===== config.mk =====
export PLATFORM = sky130hd
export DESIGN_NAME = timer_countdown_bcd
export DESIGN_NICKNAME = d
export VERILOG_FILES = /design/src/rtl/timer_countdown_bcd.sv
export SDC_FILE = /design/constraint.sdc
export NUM_CORES = 1
export LEC_CHECK = 0
export CAP_MARGIN = 20
export CORE_ASPECT_RATIO = 0.8
export CORE_UTILIZATION = 47
export DETAILED_ROUTE_END_ITERATION = 16
export PLACE_DENSITY_LB_ADDON = 0.15
export SYNTH_ARGS = -nofsm -noshare
export SYNTH_HDL_FRONTEND = slang
export SYNTH_SLANG_ARGS = --single-unit

===== constraint.sdc =====
create_clock -name clk -period 2.45 [get_ports clk]
set_input_delay 0.245 -clock clk [delete_from_list [all_inputs] [get_ports clk]]
set_output_delay 0.245 -clock clk [all_outputs]
set_load 0.1 [all_outputs]

===== src/rtl/timer_countdown_bcd.sv =====
// Microwave cook-time countdown on a BCD MM:SS value, one decrement per prescaled second.
// Stops at 00:00 (never wraps); running/done are decoded from the registered state.
module timer_countdown_bcd #(
   parameter int unsigned CLK_PER_SEC = 10
) (
   input  logic       clk,
   input  logic       rst,
   input  logic       load,
   input  logic [3:0] d_min_t,
   input  logic [3:0] d_min_o,
   input  logic [3:0] d_sec_t,
   input  logic [3:0] d_sec_o,
   input  logic       start,
   input  logic       pause,
   input  logic       clear,
   output logic [3:0] q_min_t,
   output logic [3:0] q_min_o,
   output logic [3:0] q_sec_t,
   output logic [3:0] q_sec_o,
   output logic       running,
   output logic       done
);

   localparam int unsigned PresW = (CLK_PER_SEC > 2) ? $clog2(CLK_PER_SEC) : 1;
   localparam logic [PresW-1:0] PresMax = PresW'(CLK_PER_SEC - 1);

   typedef enum logic [1:0] {StIdle, StPaused, StRunning, StDone} state_e;

   state_e           state_q, state_d;
   logic [PresW-1:0] pres_q, pres_d;
   logic [3:0]       min_t_q, min_t_d, min_o_q, min_o_d;
   logic [3:0]       sec_t_q, sec_t_d, sec_o_q, sec_o_d;

   logic [3:0] dec_min_t, dec_min_o, dec_sec_t, dec_sec_o;
   logic       count_zero, dec_zero;

   function automatic logic [3:0] clamp(input logic [3:0] v, input logic [3:0] lim);
      return (v > lim) ? lim : v;
   endfunction

   assign count_zero = (min_t_q == 4'd0) && (min_o_q == 4'd0) &&
                       (sec_t_q == 4'd0) && (sec_o_q == 4'd0);

   // One-second BCD borrow chain; only used while the count is non-zero.
   always_comb begin
      dec_min_t = min_t_q;
      dec_min_o = min_o_q;
      dec_sec_t = sec_t_q;
      dec_sec_o = sec_o_q;
      if (sec_o_q != 4'd0) begin
         dec_sec_o = sec_o_q - 4'd1;
      end else begin
         dec_sec_o = 4'd9;
         if (sec_t_q != 4'd0) begin
            dec_sec_t = sec_t_q - 4'd1;
         end else begin
            dec_sec_t = 4'd5;
            if (min_o_q != 4'd0) begin
               dec_min_o = min_o_q - 4'd1;
            end else begin
               dec_min_o = 4'd9;
               dec_min_t = min_t_q - 4'd1;
            end
         end
      end
   end

   assign dec_zero = (dec_min_t == 4'd0) && (dec_min_o == 4'd0) &&
                     (dec_sec_t == 4'd0) && (dec_sec_o == 4'd0);

   always_comb begin
      state_d = state_q;
      pres_d  = pres_q;
      min_t_d = min_t_q;
      min_o_d = min_o_q;
      sec_t_d = sec_t_q;
      sec_o_d = sec_o_q;
      if (clear) begin
         state_d = StIdle;
         pres_d  = '0;
         min_t_d = 4'd0;
         min_o_d = 4'd0;
         sec_t_d = 4'd0;
         sec_o_d = 4'd0;
      end else if (load && (state_q != StRunning)) begin
         state_d = StIdle;
         pres_d  = '0;
         min_t_d = clamp(d_min_t, 4'd9);
         min_o_d = clamp(d_min_o, 4'd9);
         sec_t_d = clamp(d_sec_t, 4'd5);
         sec_o_d = clamp(d_sec_o, 4'd9);
      end else begin
         unique case (state_q)
            StIdle, StPaused: begin
               if (!pause && start && !count_zero) begin
                  state_d = StRunning;
               end
            end
            StRunning: begin
               if (pause) begin
                  state_d = StPaused;
               end else if (pres_q == PresMax) begin
                  pres_d = '0;
                  if (!count_zero) begin
                     min_t_d = dec_min_t;
                     min_o_d = dec_min_o;
                     sec_t_d = dec_sec_t;
                     sec_o_d = dec_sec_o;
                  end
                  if (count_zero || dec_zero) begin
                     state_d = StDone;
                  end
               end else begin
                  pres_d = pres_q + 1'b1;
               end
            end
            StDone: begin
               state_d = StDone;
            end
            default: begin
               state_d = StIdle;
            end
         endcase
      end
   end

   always_ff @(posedge clk) begin
      if (rst) begin
         state_q <= StIdle;
         pres_q  <= '0;
         min_t_q <= 4'd0;
         min_o_q <= 4'd0;
         sec_t_q <= 4'd0;
         sec_o_q <= 4'd0;
      end else begin
         state_q <= state_d;
         pres_q  <= pres_d;
         min_t_q <= min_t_d;
         min_o_q <= min_o_d;
         sec_t_q <= sec_t_d;
         sec_o_q <= sec_o_d;
      end
   end

   assign q_min_t = min_t_q;
   assign q_min_o = min_o_q;
   assign q_sec_t = sec_t_q;
   assign q_sec_o = sec_o_q;
   assign running = (state_q == StRunning);
   assign done    = (state_q == StDone);

endmodule


==> results.md <==
* Vias at 1416
* Placement Rows at 17
* H-Tree Level Count at 1
* Core Area at 0.002786 sq mm
* Peak per-stage delay on the critical path at 410 ps
* CP max FO at 7
* Dpl ws at 186.4 ps
* Leak at 0.6877 nW
* I/O Buffers at 39
* Clock Sinks at 22
* RSZ-0062 raised after global routing: false
* Post-Syn Nets at 187
* DRT iter0 DRCs at 80
* Startpoint Class: register
* Max Slew Vio Count at 0
* Sequential share of the synthesized area at 0.3168
* Ant. Diodes at 0
* Total Power at 0.0008679 W
* Die Span X at 62.81 um
* Most frequent cell after synthesis: dfxtp_1
* Detail Route Antenna Nets at 0
* Final WS setup at 372.7 ps
* Worst ir drop on vdd at 0.3538 mV
* Hold Crit Class: register to register
* CP Class: register to register
* Final estimated routing congestion in global placement at 0.9082
* CTS buffer count at 3
* Ys async rst share at 0
* Clk Tree Root Cell: clkbuf_8
* Slew @ Worst Pin at 486.3 ps
* Nets@finish at 230
* Max transition margin at 0.6749
* Post-route DRC at 0
* Yosys top cell by area: dfxtp_1
* Area contributors post-synth: dfxtp_1 (32%), nor2_1 (4.9%), mux2i_1 (3.6%)
* Avg WL per Cell at 14.68 um
* DP Area at 0.001785 sq mm
* Top post-synthesis cells by count: dfxtp_1 (22), nor2_1 (18), nand2_1 (12)
* Final TNS setup at 0 ps
* CTS tree: built
* 1st-pass router iterations at 4
* Grt ovf at 0
* Ys Warns at 0
* Fraction of layout cells with a size suffix above 1 at 0.2049
* CP Buf/Inv Count at 1
* Syn Inst Count at 163
* Hpwl dp at 2.770 mm
* Worst R2R Setup Slack at 370 ps
* Hold-fix buffers at CTS at 0
* Die outline height at 50.64 um
* Initial antenna violation count at 0
* Clk_lat worst skew at 270 ps
* Area Growth Syn to Fin at 32.40%
* Post-synth top area share at 0.3168
* Synth Cell Area at 0.001390 sq mm
* Flop and latch count out of synthesis at 22
* Fmax at 481.4 MHz
* Largest net degree at the start of global routing at 14
* Vias per cell at 5.827
* Status: completed
* Final wirelength at 3.567 mm
* Post-CTS Setup Bufs at 0
* Vias in the first global route at 1266
* Max Cap Violations at 0
* Crit path max-delay family: simple AND/OR/NAND/NOR gates
* DIE AREA at 0.003180 sq mm
* GRT Overall Usage at 0.2453
* EDFF count, synth at 0
* Main synth FF type: dfxtp_1
* Final hold violation count at 0
* # IOs at 40
* Clk_skew at 3.820 ps
* Final setup viols at 0
* Clk slew on worst S/H paths at 80 ps
* Util after Layout at 0.6605
* Final worst-path cycle share at 0.8479
* Post-route cell area at 0.001841 sq mm
* Crit path max-delay cell type: nor4b_2
* CP cell instances: inv_1 > ha_1 > nor4b_2 > nand4_2 > nand3_2 > mux2_4 > o32ai_2
* Distinct cells, synth at 54
* Clock tree buffer depth at 2
* CTS resizes at 0
* Syn Area/Cell at 8.528 sq um
* Arr. time, crit path at 2250 ps
* Pwr/cell area at 471.5 mW/mm^2
* Crit path required time at 2630 ps
* Fin crit period at 2077 ps
* Starting Density at 0.4989
* Crit. End Element: register
* First-pass GRT wire length at 6.023 mm
cells in the final DEF, fill, tap and decap left out, drive strengths merged, types with 2 or more instances in the layout:
cell,instances
o2111a,2
nor4b,2
nor3b,3
a211oi,3
xnor2,5
xor2,2
nor2b,3
buf,21
mux2i,5
nand2,12
clkdlybuf4s50,21
o21a,2
nand3,10
nor3,7
and2,3
and4,2
nor4,2
nor2,18
nand2b,2
inv,7
o22ai,2
a21oi,7
clkbuf,4
ha,2
nand4,3
o2bb2ai,3
a31oi,3
dfxtp,22
o21ai,8
or2,2
metal layers:
metal	vias up	track usage	routed length, um
li1	699	-	-
met1	666	0.3132	1668
met2	46	0.4221	1703
met3	5	0.05455	171
met4	0	0.05426	24
met5	-	0	0
logic make-up after synthesis:
logic type | Yosys count | synth area share
simple gates | 75 | 0.3258
mux | 6 | 0.04680
xor+xnor | 7 | 0.04411
buf+inv | 11 | 0.03511
flops | 22 | 0.3168
fa+ha+maj | 2 | 0.01800
compound gates | 40 | 0.2133
per-stage QoR:
step	hold slack (ps)	std cells
after floorplan	354.5	163
after global placement	471.3	239
after detailed placement	496.3	239
after CTS	506.5	243
after global routing	522.0	243
final	502.2	243
worst paths after layout:
check / endpoint / from / cells after the start
worst max register to register: q_min_t[1]$_SDFFE_PP0P_ / q_min_t[0]$_SDFFE_PP0P_ / 7
worst max-delay path: q_min_t[1]$_SDFFE_PP0P_ / q_min_t[0]$_SDFFE_PP0P_ / 7
worst min register to register: pres_q[3]$_SDFFE_PP0P_ / pres_q[2]$_SDFFE_PP0P_ / 2
worst min-delay path: pres_q[3]$_SDFFE_PP0P_ / pres_q[2]$_SDFFE_PP0P_ / 2
state kept, by name (all words and copies together), names as in the netlist:
register / flops
pres_q: 4
q_min_o: 4
q_min_t: 4
q_sec_o: 4
q_sec_t: 4
state_q: 2
tightest hold or removal path: cells and delay by family, from the launching register on:
| kind | cells | cell delay (ps) |
|---|---|---|
| compound gates | 1 | 60 |
| simple gates | 1 | 60 |
| flops | 1 | 340 |
area by class of cell:
type                            instances  area (sq um)
Fill cell                             249         945.9
Inverter                                7         26.28
Clock buffer                            4         55.05
Sequential cell                        22         442.9
Tap cell                               38         47.55
Timing Repair Buffer                   42         367.9
Multi-Input combinational cell        130         900.9
power by group:
| part | total, W | switching [W] | leakage (nW) | internal, W |
|---|---|---|---|---|
| clock network | 0.000269 | 0.000125 | 0.0288 | 0.000144 |
| registers | 0.000380 | 0.0000138 | 0.179 | 0.000366 |
| logic | 0.000219 | 0.000139 | 0.479 | 0.0000808 |
No activity file was read; power rests on OpenSTA's default activity.
